`src/rtl/if_fetch.sv`:
```
// if_fetch: instruction fetch stage assembling 32-bit words from a byte-wide memory port,
// fronted by a direct-mapped one-word-per-line instruction cache.
module if_fetch #(
  parameter logic [31:0] RESET_PC = 32'h0,
  parameter int          IDX_W    = 5
) (
  input  logic        clk,
  input  logic        rst,
  input  logic        stall_i,
  input  logic        branch_taken_i,
  input  logic [31:0] branch_target_i,
  output logic        mem_req_o,
  output logic [31:0] mem_addr_o,
  input  logic        mem_ack_i,
  input  logic [7:0]  mem_rdata_i,
  output logic        inst_valid_o,
  output logic [31:0] pc_o,
  output logic [31:0] inst_o
);
  localparam int N  = 1 << IDX_W;
  localparam int TW = 30 - IDX_W;
  typedef enum logic [1:0] {LOOKUP, FETCH, READY} state_t;
  state_t state, state_d;
  logic [31:0] pc, addr_q;
  logic [1:0] cnt;
  logic [23:0] part;
  logic [N-1:0] vld;
  logic [TW-1:0] tags [N];
  logic [31:0] data [N];
  logic valid_q;
  logic [IDX_W-1:0] idx;
  logic [TW-1:0] tag;
  logic hit, fill;
  logic [31:0] word;
  assign idx = pc[IDX_W+1:2];
  assign tag = pc[31:IDX_W+2];
  assign hit = vld[idx] && tags[idx] == tag;
  assign fill = state == FETCH && mem_ack_i && cnt == 2'd3 && !branch_taken_i;
  // earlier bytes shift down so the 4th byte lands in [31:24] little-endian
  assign word = {mem_rdata_i, part};
  assign mem_req_o = state == FETCH;
  assign mem_addr_o = mem_req_o ? pc + 32'(cnt) : addr_q;
  assign inst_valid_o = valid_q & ~branch_taken_i;
  always_comb begin
    state_d = branch_taken_i ? LOOKUP :
              state == LOOKUP ? (hit ? READY : FETCH) :
              state == FETCH ? (mem_ack_i && cnt == 2'd3 ? READY : FETCH) :
              stall_i ? READY : LOOKUP;
  end
  always_ff @(posedge clk or negedge rst) begin
    if (!rst) state <= LOOKUP;
    else state <= state_d;
  end
  always_ff @(posedge clk or negedge rst) begin
    if (!rst) begin
      pc <= RESET_PC;
      addr_q <= '0;
      cnt <= '0;
      part <= '0;
      vld <= '0;
      valid_q <= 1'b0;
      pc_o <= '0;
      inst_o <= '0;
    end else begin
      if (mem_req_o) addr_q <= mem_addr_o;
      if (branch_taken_i) begin
        pc <= branch_target_i;
        cnt <= '0;
        valid_q <= 1'b0;
      end else if (state == LOOKUP) begin
        cnt <= '0;
        if (hit) begin
          pc_o <= pc;
          inst_o <= data[idx];
          valid_q <= 1'b1;
        end
      end else if (state == FETCH) begin
        if (mem_ack_i) begin
          cnt <= cnt + 2'd1;
          part <= {mem_rdata_i, part[23:8]};
        end
        if (fill) begin
          vld[idx] <= 1'b1;
          pc_o <= pc;
          inst_o <= word;
          valid_q <= 1'b1;
        end
      end else if (!stall_i) begin
        pc <= pc + 32'd4;
        valid_q <= 1'b0;
      end
    end
  end
  always_ff @(posedge clk) begin
    if (fill) begin
      tags[idx] <= tag;
      data[idx] <= word;
    end
  end
endmodule

```
`config.mk`:
```
export PLATFORM = sky130hd
export DESIGN_NAME = if_fetch
export DESIGN_NICKNAME = d
export VERILOG_FILES = /design/src/rtl/if_fetch.sv
export SDC_FILE = /design/constraint.sdc
export NUM_CORES = 2
export LEC_CHECK = 0
export ABC_AREA = 1
export BUFFER_PORTS_ARGS = -buffer_cell sky130_fd_sc_hd__buf_2
export CAP_MARGIN = 20
export CORE_MARGIN = 2
export CORE_UTILIZATION = 50
export DETAILED_ROUTE_END_ITERATION = 8
export PLACE_DENSITY = 0.7
export SYNTH_ARGS = -nofsm -noshare
export SYNTH_HDL_FRONTEND = slang
export SYNTH_SLANG_ARGS = --single-unit
```
`constraint.sdc`:
```
create_clock -name clk -period 8.5 [get_ports clk]
set_clock_uncertainty 0.1 [all_clocks]
set_input_delay 1.7 -clock clk [delete_from_list [all_inputs] [get_ports clk]]
set_output_delay 1.7 -clock clk [all_outputs]
set_load 0.01 [all_outputs]
```
==> impl_metrics.py <==
metrics = {
    "drt": {
        "vias_per_cell": 5.992,
        "dr.pass1.iters": 8,
        "wirelength_um": 245500,
        "ant_nets": 0,
        "wire_per_inst_um": 25.91,
        "drtIter0Drc": 8985,
        "vias": 56770,
        "drc": 0,
    },
    "sta": {
        "setup_viol": 0,
        "period_needed_ns": 6.676,
        "max_slew.worst_pin.slew_ns": 1.765,
        "slew_violations": 150,
        "timing.setup.tns_ns": 0,
        "hold_viol": 0,
        "rsz0062_at_grt": "false",
        "max-slew-margin-rel": -0.1770,
        "fmax_mhz": 149.8,
        "timing.final.crit_share": 0.7855,
    },
    "floorplanning": {
        "initial_core_util": 0.5032,
        "coreArea_mm2": 0.1626,
        "die_h_um": 408.5,
        "fp-row-count": 148,
        "io_pins": 143,
        "die-area_mm2": 0.1669,
        "dieWidth_um": 408.5,
    },
    "critical_path": {
        "critical_path_arrival_ns": 4.88,
        "critPathRequiredTime_ns": 6.70,
        "path_max_fanout": 35,
        "reg2reg_slack_ns": 2.52,
        "start_kind": "flip-flop",
        "crit_type": "reg -> out",
        "critPathCaptureType": "primary output",
    },
    "run_status": {
        "run_status": "finished with violations",
        "violations": "max-slew violations",
    },
    "layout": {
        "final_nets": 7178,
        "area_growth_pct": 12.01,
        "stdcell_count": 9474,
        "post-route-util": 0.5636,
        "drive_above_1_share": 0.08907,
    },
    "global_route": {
        "antenna_found_initial": 11,
        "grt_pass1_wl_um": 356100,
        "track_usage": 0.2893,
        "grt_pass1_vias": 53780,
        "overflow": 0,
        "grt_max_degree": 257,
    },
    "yosys": {
        "synth_fp_nets": 7114,
        "seq_area_frac_synth": 0.7273,
        "syn_area_per_cell_um2": 11.59,
        "synth-seq-cells": 2013,
        "syn_area_mm2": 0.08181,
        "synthDistinctLibCells": 39,
        "syn_inst": 7061,
        "synth_warnings": 0,
    },
    "placement": {
        "gpl.final_weighted_congestion": 0.9549,
        "place_hpwl_um": 129000,
        "placed_cells": 9098,
        "port_buffers": 142,
    },
    "hold_path": {
        "hold_path_class": "reg -> reg",
    },
    "power_and_ir_drop": {
        "power_density_mw_per_mm2": 259.0,
        "power_leakage_nw": 33.95,
        "peakVddDrop_mv": 0.2611,
    },
    "clock_network": {
        "clkTransAtPathRegs_ns": 0.06,
        "post_cts_resized": 0,
        "root_buffer": "clkbuf_16",
        "worstSkewPairLatency_ns": 0.86,
        "cts_tree": "built",
        "cts_made_buffers": 195,
        "postCtsHoldBufs": 0,
        "ctsHtreeMaxLevel": 4,
        "post_cts_buffers": 0,
        "cts_buffer_depth": 3,
        "clock_sinks": 2013,
    },
    "job": {
        "maxCapViolations": 0,
    },
}
## worst max-delay path: stages, from the launching register on
cell,delay (ns)
dfrtp_1,1.00
clkinv_1,0.62
nor4_1,0.58
nand3_1,0.23
nor2_1,0.23
nand2_1,0.16
xor2_1,0.18
o21ai_0,0.73
buf_2,0.27
## layer usage
layer / GRT usage / up-vias / share of wire
met4: 0.1288 / 12 / 0.047
met3: 0.07924 / 640 / 0.13
met5: 0 / - / 0.00032
met2: 0.4352 / 3756 / 0.45
li1: - / 24730 / -
met1: 0.3956 / 27630 / 0.38
## report_power, final
part	leakage [nW]	total, mW	internal, mW	switching [mW]
clock	3.19	8.77	4.96	3.82
sequential	18.8	11.6	11.4	0.259
combinational	11.9	3.33	0.837	2.50
total	34.0	23.7	17.2	6.57
## registers in the layout, summed over array words and instances (netlist names)
signal,count
data,1024
tags,800
addr_q,32
inst_o,32
pc,32
pc_o,32
vld,32
part,24
cnt,2
state,2
valid_q,1
## area by class of cell
class | instances | area, um^2
multi-input cells | 4339 | 19620
flip-flops and latches | 2013 | 59510
repair buffers | 286 | 2145
clock buffers | 264 | 5370
diodes | 1 | 2.502
fillers | 13160 | 70950
well taps | 2175 | 2721
clock inverters | 106 | 1149
inverters | 290 | 1112
## cells in the mapped netlist
cell       number  area [um^2]
nor4_1          6        37.54
mux2_2          2        22.52
a22oi_1         4        30.03
a2111oi_0       3        26.28
nor2_1       1064         3994
nand4_1        37        231.5
buf_2         157        785.8
nor3_1         17        85.08
a21oi_1        45        225.2
nor2_2          1        6.260
edfxtp_1     1824        54770
inv_4           1        6.260
o21ai_1       129        645.6
a31oi_1        13        81.33
clkbuf_1      211        792.0
buf_4          18        135.1
o32ai_1        11        96.34
o22ai_1       274         1714
nand3_1       196        980.9
o21ai_0       779         3899
ha_1            7        87.58
clkinv_1        3        11.26
nor3_2          5        50.05
xor2_1         37        324.1
dfrtp_1       189         4730
nor3_4          1        16.27
nand2_2         1        6.260
a211oi_1        1        7.510
fa_1            1        20.02
buf_1          22        82.58
o31ai_1        14        105.1
a41oi_1         1        8.760
a221oi_1        8        70.07
nand2_1      1632         6126
inv_2           3        11.26
or2_2          16        100.1
inv_1         283         1062
a22o_1         34        297.8
buf_6          11        123.9
## logic make-up after synthesis
| kind of cell | synth area share |
|---|---|
| AO/OA/AOI/OAI | 0.08810 |
| XOR/XNOR | 0.003961 |
| adder cells (fa/ha/maj) | 0.001315 |
| multiplexers | 0.0002753 |
| buffers and inverters | 0.03680 |
| flip-flops | 0.7273 |
| AND/OR/NAND/NOR | 0.1422 |
## final timing paths
check / start / to / cells past startpoint
min in group asynchronous: rst / inst_o[26] / 1
max in group asynchronous: rst / pc[3] / 2
hold reg to reg: vld[18] / vld[18] / 2
hold / removal: vld[18] / vld[18] / 2
setup reg to reg: pc[2] / pc_o[0] / 18
setup / recovery: pc[12] / mem_addr_o[21] / 8
## layout by cell type, fill, tap and decap left out, types with 7 or more instances in the layout
cell type,count
a21oi_1,45
a221oi_1,8
a22o_1,34
a31oi_1,13
buf_12,21
buf_2,141
buf_4,119
bufinv_16,16
clkbuf_1,47
clkbuf_16,196
clkbuf_8,21
clkinv_1,35
clkinv_2,38
dfrtp_1,187
edfxtp_1,1824
ha_1,7
inv_1,282
nand2_1,1631
nand3_1,195
nand4_1,37
nor2_1,1027
nor2_4,36
nor3_1,17
o21ai_0,778
o21ai_1,129
o22ai_1,274
o31ai_1,14
o32ai_1,11
or2_2,16
xor2_1,37
## metrics by stage
| step | power, mW | instance area, um^2 | setup slack, ns | hold WS (ns) |
|---|---|---|---|---|
| after global routing | 24.44 | 91630 | 1.519 | 0.3720 |
| after detailed placement | 15.02 | 85000 | 2.830 | 0.3476 |
| final | 23.73 | 91630 | 1.824 | 0.3632 |
| after floorplan | 13.73 | 81810 | 2.602 | 0.3274 |
| after global placement | 14.95 | 84970 | 2.847 | 0.3395 |
| after CTS | 23.66 | 91520 | 1.944 | 0.3622 |
Power figures use the tool's default switching activity.
